--- src/rtl/unidade_de_busca_pkg.sv ---
// Shared definitions for the instruction fetch unit: FSM states, widths and
// the {pc, instr} entry stored in the prefetch FIFO.
package pkg_busca;

    localparam int LARGURA_END   = 26;
    localparam int LARGURA_INSTR = 32;

    typedef enum logic [1:0] {
        OCIOSO   = 2'd0,
        AGUARDA  = 2'd1,
        DESCARTA = 2'd2
    } estado_t;

    typedef struct packed {
        logic [LARGURA_END-1:0]   pc;
        logic [LARGURA_INSTR-1:0] instr;
    } entrada_fifo_t;

endpackage

--- src/rtl/unidade_de_busca_if.sv ---
// Instruction-memory read port: one word per req/ack handshake.
// master = fetch unit, slave = instruction memory.
interface unidade_de_busca_if;
    import pkg_busca::*;

    logic                     mem_req;
    logic [LARGURA_END-1:0]   mem_end;
    logic                     mem_ack;
    logic [LARGURA_INSTR-1:0] mem_dado;

    modport master (output mem_req, output mem_end, input mem_ack, input mem_dado);
    modport slave  (input mem_req, input mem_end, output mem_ack, output mem_dado);

endinterface

--- src/rtl/unidade_de_busca_fila.sv ---
// fila_busca: synchronous prefetch FIFO of {pc, instr} entries with push, pop
// and a clear (limpa) that wins over both.
module fila_busca
    import pkg_busca::*;
#(
    parameter int PROFUNDIDADE = 4,
    localparam int LARG_PTR  = $clog2(PROFUNDIDADE),
    localparam int LARG_CONT = LARG_PTR + 1
)
(
    input  logic                 clock,
    input  logic                 reset,
    input  logic                 push_i,
    input  entrada_fifo_t        dado_i,
    input  logic                 pop_i,
    input  logic                 limpa_i,
    output entrada_fifo_t        cabeca_o,
    output logic [LARG_CONT-1:0] contagem_o,
    output logic                 cheia_o
);

    entrada_fifo_t        memoria_q [PROFUNDIDADE];
    entrada_fifo_t        ultima_q;
    logic [LARG_PTR-1:0]  leitura_q;
    logic [LARG_PTR-1:0]  escrita_q;
    logic [LARG_CONT-1:0] contagem_q;
    logic                 vazia;
    logic                 faz_push;
    logic                 faz_pop;

    assign vazia      = (contagem_q == '0);
    assign cheia_o    = (contagem_q == LARG_CONT'(PROFUNDIDADE));
    assign contagem_o = contagem_q;
    assign faz_pop    = pop_i && !limpa_i && !vazia;
    assign faz_push   = push_i && !limpa_i && (!cheia_o || faz_pop);

    // When empty the head shows the last entry that left, so decode sees a stable value.
    assign cabeca_o = vazia ? ultima_q : memoria_q[leitura_q];

    always_ff @(posedge clock) begin
        if (faz_push) begin
            memoria_q[escrita_q] <= dado_i;
        end
    end

    always_ff @(posedge clock or posedge reset) begin
        if (reset) begin
            leitura_q  <= '0;
            escrita_q  <= '0;
            contagem_q <= '0;
            ultima_q   <= '0;
        end else if (limpa_i) begin
            leitura_q  <= '0;
            escrita_q  <= '0;
            contagem_q <= '0;
            if (!vazia) begin
                ultima_q <= memoria_q[leitura_q];
            end
        end else begin
            if (faz_push) begin
                escrita_q <= escrita_q + 1'b1;
            end
            if (faz_pop) begin
                leitura_q <= leitura_q + 1'b1;
                ultima_q  <= memoria_q[leitura_q];
            end
            case ({faz_push, faz_pop})
                2'b10:   contagem_q <= contagem_q + 1'b1;
                2'b01:   contagem_q <= contagem_q - 1'b1;
                default: contagem_q <= contagem_q;
            endcase
        end
    end

endmodule

--- src/rtl/unidade_de_busca.sv ---
// Instruction fetch unit: reads one word at pc_atual, queues {pc, instr} for decode.
// Optional: define BUSCA_CONTADOR_EN to add the ciclos_parada stall counter port.
module unidade_de_busca
    import pkg_busca::*;
#(
    parameter int PROFUNDIDADE = 4
)
(
    input  logic                     clock,
    input  logic                     busca_reset,
    input  logic [LARGURA_END-1:0]   pc_atual,
    output logic                     pc_avanca,
    unidade_de_busca_if.master       mem,
    output logic                     instr_valida,
    output logic [LARGURA_INSTR-1:0] instr,
    output logic [LARGURA_END-1:0]   instr_pc,
    input  logic                     instr_pronta,
    input  logic                     descarte
`ifdef BUSCA_CONTADOR_EN
    ,output logic [31:0]             ciclos_parada
`endif
);

    localparam int LARG_CONT = $clog2(PROFUNDIDADE) + 1;

    estado_t                estado_q, estado_d;
    logic                   mem_req_q, mem_req_d;
    logic [LARGURA_END-1:0] mem_end_q, mem_end_d;
    logic                   push;
    logic                   cheia;
    logic [LARG_CONT-1:0]   contagem;
    entrada_fifo_t          entrada;
    entrada_fifo_t          cabeca;

    assign entrada      = '{pc: mem_end_q, instr: mem.mem_dado};
    assign mem.mem_req  = mem_req_q;
    assign mem.mem_end  = mem_end_q;
    assign instr_valida = (contagem != '0);
    assign instr        = cabeca.instr;
    assign instr_pc     = cabeca.pc;

    fila_busca #(.PROFUNDIDADE(PROFUNDIDADE)) u_fila (
        .clock      (clock),
        .reset      (busca_reset),
        .push_i     (push),
        .dado_i     (entrada),
        .pop_i      (instr_valida && instr_pronta),
        .limpa_i    (descarte),
        .cabeca_o   (cabeca),
        .contagem_o (contagem),
        .cheia_o    (cheia)
    );

    always_ff @(posedge clock or posedge busca_reset) begin
        if (busca_reset) begin
            estado_q  <= OCIOSO;
            mem_req_q <= 1'b0;
            mem_end_q <= '0;
        end else begin
            estado_q  <= estado_d;
            mem_req_q <= mem_req_d;
            mem_end_q <= mem_end_d;
        end
    end

    // A flushed request stays open until memory answers; its data is then dropped.
    always_comb begin
        estado_d  = estado_q;
        mem_req_d = mem_req_q;
        mem_end_d = mem_end_q;
        push      = 1'b0;
        pc_avanca = 1'b0;
        case (estado_q)
            OCIOSO: begin
                if (!descarte && !cheia) begin
                    estado_d  = AGUARDA;
                    mem_req_d = 1'b1;
                    mem_end_d = pc_atual;
                end
            end
            AGUARDA: begin
                if (mem.mem_ack) begin
                    estado_d  = OCIOSO;
                    mem_req_d = 1'b0;
                    push      = !descarte;
                    pc_avanca = !descarte;
                end else if (descarte) begin
                    estado_d = DESCARTA;
                end
            end
            DESCARTA: begin
                if (mem.mem_ack) begin
                    estado_d  = OCIOSO;
                    mem_req_d = 1'b0;
                end
            end
            default: begin
                estado_d  = OCIOSO;
                mem_req_d = 1'b0;
            end
        endcase
    end

`ifdef BUSCA_CONTADOR_EN
    logic [31:0] ciclos_parada_q;

    always_ff @(posedge clock or posedge busca_reset) begin
        if (busca_reset) begin
            ciclos_parada_q <= '0;
        end else if (!instr_valida && !descarte && (ciclos_parada_q != '1)) begin
            ciclos_parada_q <= ciclos_parada_q + 32'd1;
        end
    end

    assign ciclos_parada = ciclos_parada_q;
`endif

endmodule
--- src/flat_wrapper.sv ---
// flat-port wrapper written by rule: the top's interface ports become plain ports
module unidade_de_busca_flat import pkg_busca::*;
#(
    parameter int PROFUNDIDADE = 4
)
  (clock, busca_reset, pc_atual, pc_avanca, instr_valida, instr, instr_pc, instr_pronta, descarte, mem_mem_req, mem_mem_end, mem_mem_ack, mem_mem_dado);
  unidade_de_busca_if mem_i ();
  input  logic clock;
  input  logic busca_reset;
  input  logic [LARGURA_END-1:0] pc_atual;
  output logic pc_avanca;
  output logic instr_valida;
  output logic [LARGURA_INSTR-1:0] instr;
  output logic [LARGURA_END-1:0] instr_pc;
  input  logic instr_pronta;
  input  logic descarte;
  output wire logic [$bits(mem_i.mem_req)-1:0] mem_mem_req;
  output wire logic [$bits(mem_i.mem_end)-1:0] mem_mem_end;
  input wire logic [$bits(mem_i.mem_ack)-1:0] mem_mem_ack;
  input wire logic [$bits(mem_i.mem_dado)-1:0] mem_mem_dado;
  assign mem_mem_req = mem_i.mem_req;
  assign mem_mem_end = mem_i.mem_end;
  assign mem_i.mem_ack = mem_mem_ack;
  assign mem_i.mem_dado = mem_mem_dado;
  unidade_de_busca #(.PROFUNDIDADE(PROFUNDIDADE)) u_core (.clock(clock), .busca_reset(busca_reset), .pc_atual(pc_atual), .pc_avanca(pc_avanca), .mem(mem_i), .instr_valida(instr_valida), .instr(instr), .instr_pc(instr_pc), .instr_pronta(instr_pronta), .descarte(descarte));
endmodule
--- config.mk ---
export PLATFORM = sky130hd
export DESIGN_NAME = unidade_de_busca_flat
export DESIGN_NICKNAME = d
export VERILOG_FILES = /design/src/rtl/unidade_de_busca_pkg.sv /design/src/rtl/unidade_de_busca_if.sv /design/src/rtl/unidade_de_busca_fila.sv /design/src/rtl/unidade_de_busca.sv /design/src/flat_wrapper.sv
export SDC_FILE = /design/constraint.sdc
export NUM_CORES = 1
export LEC_CHECK = 0
export CAP_MARGIN = 20
export CORE_MARGIN = 1.5
export CORE_UTILIZATION = 30
export CTS_CLUSTER_SIZE = 10
export DETAILED_ROUTE_END_ITERATION = 16
export GPL_TIMING_DRIVEN = 0
export SLEW_MARGIN = 20
export SYNTH_ARGS = -nofsm -noshare
export SYNTH_HDL_FRONTEND = slang
export SYNTH_SLANG_ARGS = --single-unit
--- constraint.sdc ---
create_clock -name clock -period 2.9 [get_ports clock]
set_input_delay 0.58 -clock clock [delete_from_list [all_inputs] [get_ports clock]]
set_output_delay 0.58 -clock clock [all_outputs]
set_load 0.02 [all_outputs]
==> results.py, run 1 <==
metrics = {
    "status": {
        "outcome": "finished clean",
    },
    "logic_synthesis": {
        "yosysTopAreaCell": "edfxtp_1",
        "synth_seq_cells": 326,
        "yosysUniqueCellTypes": 38,
        "syn-num-nets": 700,
        "netlist_instances": 629,
        "synth_edf_count": 232,
        "synth_ff_type": "edfxtp_1",
        "synth_warnings": 0,
        "yosys-top-cells-area": "edfxtp_1 54%, dfrtp_1 18%, mux2_2 11%, mux4_2 10%, mux2_1 1.9%",
        "yosys.area.top_type_share_pct": 54.0,
        "ys_seq_area_share_pct": 72.3,
        "avgSynthCellArea_um2": 20.5,
        "async_reset_ff_share_pct": 28.8,
        "syn-cell-area_um2": 12900,
    },
    "layout": {
        "layout.nets": 904,
        "layout.cells.non_filler": 1402,
        "mostFrequentLayoutCell": "edfxtp_1",
        "syn_to_final_growth_pct": 27.7,
        "final_area_um2": 16500,
        "final_cell_mix": "232 x edfxtp_1, 118 x mux2_2, 91 x dfrtp_1",
        "drive_gt1_share_pct": 39.3,
    },
    "global_routing": {
        "antenna_found_initial": 1,
        "grt_pass1_vias": 6975,
        "grt_pass1_wl_um": 42800,
        "grt_usage_pct": 13.2,
        "grt_max_degree": 39,
        "grt_overflow_total": 0,
    },
    "die": {
        "core-area_um2": 42100,
        "fp.dieH_um": 210,
        "io_pins": 150,
        "die_w_um": 210,
        "die_area_um2": 44200,
        "initial_core_util_pct": 30.6,
        "std_cell_rows": 75,
    },
    "placed_design": {
        "place_inst": 1322,
        "gp_congestion": 0.663,
        "dpl.hpwl_um": 17500,
        "place_area_um2": 15200,
        "pre_cts_ws_ns": -0.504,
        "portBuffers": 147,
    },
    "sta": {
        "rsz0062_at_grt": "true",
        "fin_skew_ns": 0.0165,
        "slew_headroom_pct": 61.8,
        "fin_crit_sh_pct": 97.7,
        "drv_slew": 0,
        "finalSetupViolations": 0,
        "setup_ws_ns": 0.0679,
        "fmax_ghz": 0.353,
        "period_minus_slack_ns": 2.83,
        "hold_viol_final": 0,
        "tightest_slew_ns": 0.571,
    },
    "route": {
        "drt_pass1_iterations": 4,
        "viasPerCell": 4.59,
        "ant_nets": 0,
        "route.met2.wl_um": 13800,
        "vias": 6437,
        "drt-total-wl_um": 28100,
        "drc": 0,
        "wl_met3_um": 1550,
        "drt_iter0_markers": 315,
        "top_layer": "met4",
        "wl_per_cell_um": 20.1,
        "wirelength_met1_um": 12200,
    },
    "setup_path": {
        "cp.arrival_ns": 2.25,
        "reg2reg_to": "u_core.u_fila.memoria_q[1][40]",
        "startpoint": "u_core.u_fila.leitura_q[0]",
        "cp_max_fo": 10,
        "required_ns": 2.32,
        "r2r-start": "u_core.estado_q[1]",
        "ff2ff_path_depth": 6,
        "cp-start-kind": "register",
        "crit_type": "register to primary output",
        "rrSetupSlack_ns": 0.52,
        "endpoint_kind": "primary output",
    },
    "run": {
        "drv_cap": 0,
    },
    "pwr": {
        "leakage_nw": 5.78,
        "p_seq_share_pct": 36.8,
        "p_sw_share_pct": 31.4,
        "power_frac_comb_pct": 36.6,
        "intPower_mw": 12.2,
        "ir_worst_vdd_mv": 0.520,
        "switching_power_mw": 5.59,
        "cellPowerDensity_nw_per_um2": 1080,
        "p_clk_share_pct": 26.6,
    },
    "cts": {
        "cts_buffers": 40,
        "insertion_delay_ns": 0.54,
        "clk_path_buf_depth": 3,
        "cts_root_buf": "clkbuf_16",
        "htreeDepth": 2,
        "cts.sinks": 326,
        "clk_pin_slew_ns": 0.05,
        "cts_tree": "yes",
    },
    "worst_hold_path": {
        "worstHoldPathType": "input pin to async pin",
    },
}
[critical path, stage by stage (launching register included)]
cell and delay, ns:
dfrtp_2 0.38, buf_12 0.13, buf_12 0.16, mux4_2 0.52, mux2_2 0.28, clkdlybuf4s15_2 0.25
[power groups by stage]
stage / clock network [mW] / registers [mW] / logic [mW]
global route: 5.11 / 6.69 / 7.00
floorplan: 0 / 6.75 / 3.96
global placement: 0 / 6.62 / 6.82
finish: 4.73 / 6.55 / 6.52
detailed placement: 0 / 6.67 / 6.89
CTS: 4.91 / 6.57 / 6.75
[timing repair]
item | 4_1_cts | 5_1_grt
hold buffers | 0 | 0
setup endpoints to repair | 59 | 23
buffers inserted | 9 | 0
resized for setup | 273 | 23
[kinds of logic (layout without fill, tap and decap cells)]
group / Yosys count / after routing / synth area share [%]
AO/OA/AOI/OAI: 17 / 17 / 0.806
AND/OR/NAND/NOR: 31 / 31 / 1.44
flip-flops: 326 / 326 / 72.3
buffers and inverters: 41 / 274 / 1.68
adder cells (fa/ha/maj): 8 / 8 / 0.835
other: 0 / 1 / 0
XOR/XNOR: 4 / 4 / 0.272
multiplexers: 202 / 202 / 22.7
[synth_stat cells (all sizes together), types with 3 or more instances]
master,instances
edfxtp,232
nand2,3
o21ai,7
a21oi,5
clkbuf,9
mux2,143
buf,23
inv,9
and2,5
ha,7
mux4,58
nor3,4
dfrtp,94
nor2,7
nor2b,3
[metrics by stage]
step / hold slack, ns / TNS, ns / util [%] / power (mW)
4_1_cts: 0.430 / 0 / 39.2 / 18.2
3_3_place_gp: 0.469 / -176.77 / 35.7 / 13.4
3_5_place_dp: 0.477 / -13.88 / 36.1 / 13.6
2_1_floorplan: 0.460 / 0 / - / 10.7
6_report: 0.454 / 0 / 39.1 / 17.8
5_1_grt: 0.464 / -0.186 / 39.1 / 18.8
[final cells by class]
type                       count  area [um2]
fill                        3818       25700
antenna                        1        2.50
multi-input combinational    262        3380
clock buffer                  66        1130
tap                          539         674
buffer                        31         344
sequential                   326        9320
clock inverter                 5        98.8
inverter                       9        37.5
timing repair buffer         163        1480
[sequential cells by signal, summed over array words and instances (netlist names)]
name and cells:
u_core.mem.mem_req 1, u_core.u_fila.escrita_q 2, u_core.u_fila.ultima_q 58, u_core.estado_q 2, u_core.u_fila.leitura_q 2, u_core.u_fila.contagem_o 3, u_core.mem.mem_end 26, u_core.u_fila.memoria_q 232
[layer usage]
| layer | vias to the layer above | global-route usage (%) |
|---|---|---|
| met5 | - | 0 |
| met4 | 0 | 4.64 |
| met3 | 42 | 3.38 |
| met2 | 134 | 21.6 |
| met1 | 3354 | 16.8 |
| li1 | 2907 | - |
[worst max-delay path by stage]
stage,to,slack [ns],cells past startpoint
finish,instr[19],0.07,5
global route,instr[25],-0.05,5
detailed placement,instr[27],-0.50,6
floorplan,u_core.u_fila.memoria_q[0][0],0.56,4
CTS,instr[25],0.001,5
global placement,u_core.u_fila.memoria_q[0][50],-0.65,4
No activity file was read; power rests on OpenSTA's default activity.
==> run 2: changes to the inputs <==
Settings changed: CTS_CLUSTER_DIAMETER from default to 150.
==> run 2 against run 1 <==
  * Die area is the same
  * Routed wire length rose by 0.53%
  * Maximum frequency increased by 0.12%
  * Worst hold slack worse by 0.0027 ns
  * Sequential share of layout area increased by 0.46 points
  * Global-route usage about the same
  * Critical path depth is the same
  * Count of clock-buffer cells in the layout did not move
  * Largest cell class unchanged
  * Largest power group unchanged
  * Highest routed layer is now met5
==> results.py, run 2 (synthesis gave the netlist of run 1 again) <==
metrics = {
    "global_routing": {
        "antenna_found_initial": 1,
        "grt_overflow_total": 0,
        "grt_max_degree": 39,
        "grt_usage_pct": 13.2,
        "grt_pass1_vias": 6997,
        "grt_pass1_wl_um": 42900,
    },
    "setup_path": {
        "rrSetupSlack_ns": 0.52,
        "crit_type": "register to primary output",
        "endpoint_kind": "primary output",
        "required_ns": 2.32,
        "cp_max_fo": 10,
        "cp-start-kind": "register",
        "cp.arrival_ns": 2.25,
    },
    "layout": {
        "final_cell_mix": "232 x edfxtp_1, 118 x mux2_2, 91 x dfrtp_1",
        "syn_to_final_growth_pct": 26.7,
        "regMostFlops": "u_core.u_fila.memoria_q",
        "final_area_um2": 16300,
        "diodes": 0,
        "drive_gt1_share_pct": 38.9,
        "mostFrequentLayoutCell": "edfxtp_1",
        "layout.nets": 902,
        "largest_reg_flops": 232,
    },
    "placed_design": {
        "dpl.hpwl_um": 17500,
        "place_area_um2": 15200,
        "pre_cts_ws_ns": -0.504,
        "portBuffers": 147,
        "gp_congestion": 0.663,
    },
    "worst_hold_path": {
        "worstHoldPathType": "input pin to async pin",
    },
    "route": {
        "drt_pass1_iterations": 4,
        "drt-total-wl_um": 28300,
        "drt_iter0_markers": 323,
        "wl_per_cell_um": 20.2,
        "viasPerCell": 4.59,
        "ant_nets": 0,
        "vias": 6423,
        "drc": 0,
    },
    "sta": {
        "drv_slew": 0,
        "setup_ws_ns": 0.0713,
        "fmax_ghz": 0.354,
        "hold_viol_final": 0,
        "fin_crit_sh_pct": 97.5,
        "tightest_slew_ns": 0.564,
        "fin_skew_ns": 0.0122,
        "period_minus_slack_ns": 2.83,
        "slew_headroom_pct": 62.3,
        "rsz0062_at_grt": "true",
        "finalSetupViolations": 0,
    },
    "cts": {
        "clk_pin_slew_ns": 0.06,
        "insertion_delay_ns": 0.54,
        "clk_path_buf_depth": 3,
        "cts_tree": "yes",
        "cts.sinks": 326,
        "htreeDepth": 2,
        "cts_buffers": 38,
        "postCtsHoldBufs": 0,
        "cts_root_buf": "clkbuf_16",
    },
    "run": {
        "drv_cap": 0,
    },
    "pwr": {
        "cellPowerDensity_nw_per_um2": 1070,
        "ir_worst_vdd_mv": 0.582,
        "leakage_nw": 5.72,
    },
    "die": {
        "io_pins": 150,
        "die_area_um2": 44200,
        "die_w_um": 210,
        "initial_core_util_pct": 30.6,
        "std_cell_rows": 75,
        "fp.dieH_um": 210,
        "core-area_um2": 42100,
    },
    "status": {
        "outcome": "finished clean",
    },
}
## run 2: cell types whose count changed in the layout (fill, tap and decap cells not counted), sizes merged
cell	delta
clkdlybuf4s15	-3
buf	+2
bufinv	-2
clkinv	-2
clkbuf	+1
diode	-1
inv	+1
## run 2: path summary, 6_finish.rpt
check | start | endpoint | cells after the start
worst max-delay path | u_core.u_fila.leitura_q[0] | instr[28] | 5
worst min-delay path | busca_reset | u_core.mem.mem_end[10] | 2
worst max register to register | u_core.estado_q[1] | u_core.u_fila.memoria_q[3][57] | 6
worst min register to register | u_core.u_fila.ultima_q[27] | u_core.u_fila.ultima_q[27] | 1
max in group asynchronous | busca_reset | u_core.u_fila.ultima_q[1] | 3
min in group clock | u_core.u_fila.ultima_q[27] | u_core.u_fila.ultima_q[27] | 1
## run 2: through the flow
step	setup TNS [ns]	instances	power [mW]	utilization, %	hold slack, ns
final	0	1398	17.4	38.8	0.451
after detailed placement	-13.88	1322	13.6	36.1	0.477
after CTS	0	1398	17.9	38.9	0.434
after global routing	-0.160	1398	18.4	38.8	0.473
after floorplan	0	629	10.7	-	0.460
after global placement	-176.77	1315	13.4	35.7	0.469
## run 2: final cells by class
class | instances | area (um2)
clock inverter | 2 | 38.8
fill | 3829 | 25800
sequential | 326 | 9320
clock buffer | 66 | 1080
inverter | 9 | 37.5
multi-input combinational | 262 | 3380
tap | 539 | 674
timing repair buffer | 163 | 1460
buffer | 31 | 342
## run 2: per-layer routing
layer,GRT usage [%],up-vias,share of wire (%)
met5,0,-,0.035
met2,21.9,132,49
met1,16.8,3343,43
met4,4.66,2,2.3
li1,-,2898,-
met3,3.29,48,5.4
## run 2: repair_timing
item / 4_1_cts / 5_1_grt
setup endpoints to repair: 59 / 20
gates resized for setup: 283 / 17
pin swaps: 0 / 0
setup buffers: 9 / 0
## run 2: where the power goes
part	total, mW	internal [mW]	switching (mW)
clock network	4.39	2.60	1.79
registers	6.56	6.05	0.508
logic	6.51	3.24	3.27
total	17.4	11.9	5.57
## run 2: critical path, stage by stage, from the launching register on
cell	delay (ns)
dfrtp_2	0.38
buf_12	0.13
buf_12	0.16
mux4_2	0.51
mux2_2	0.27
clkdlybuf4s15_2	0.25
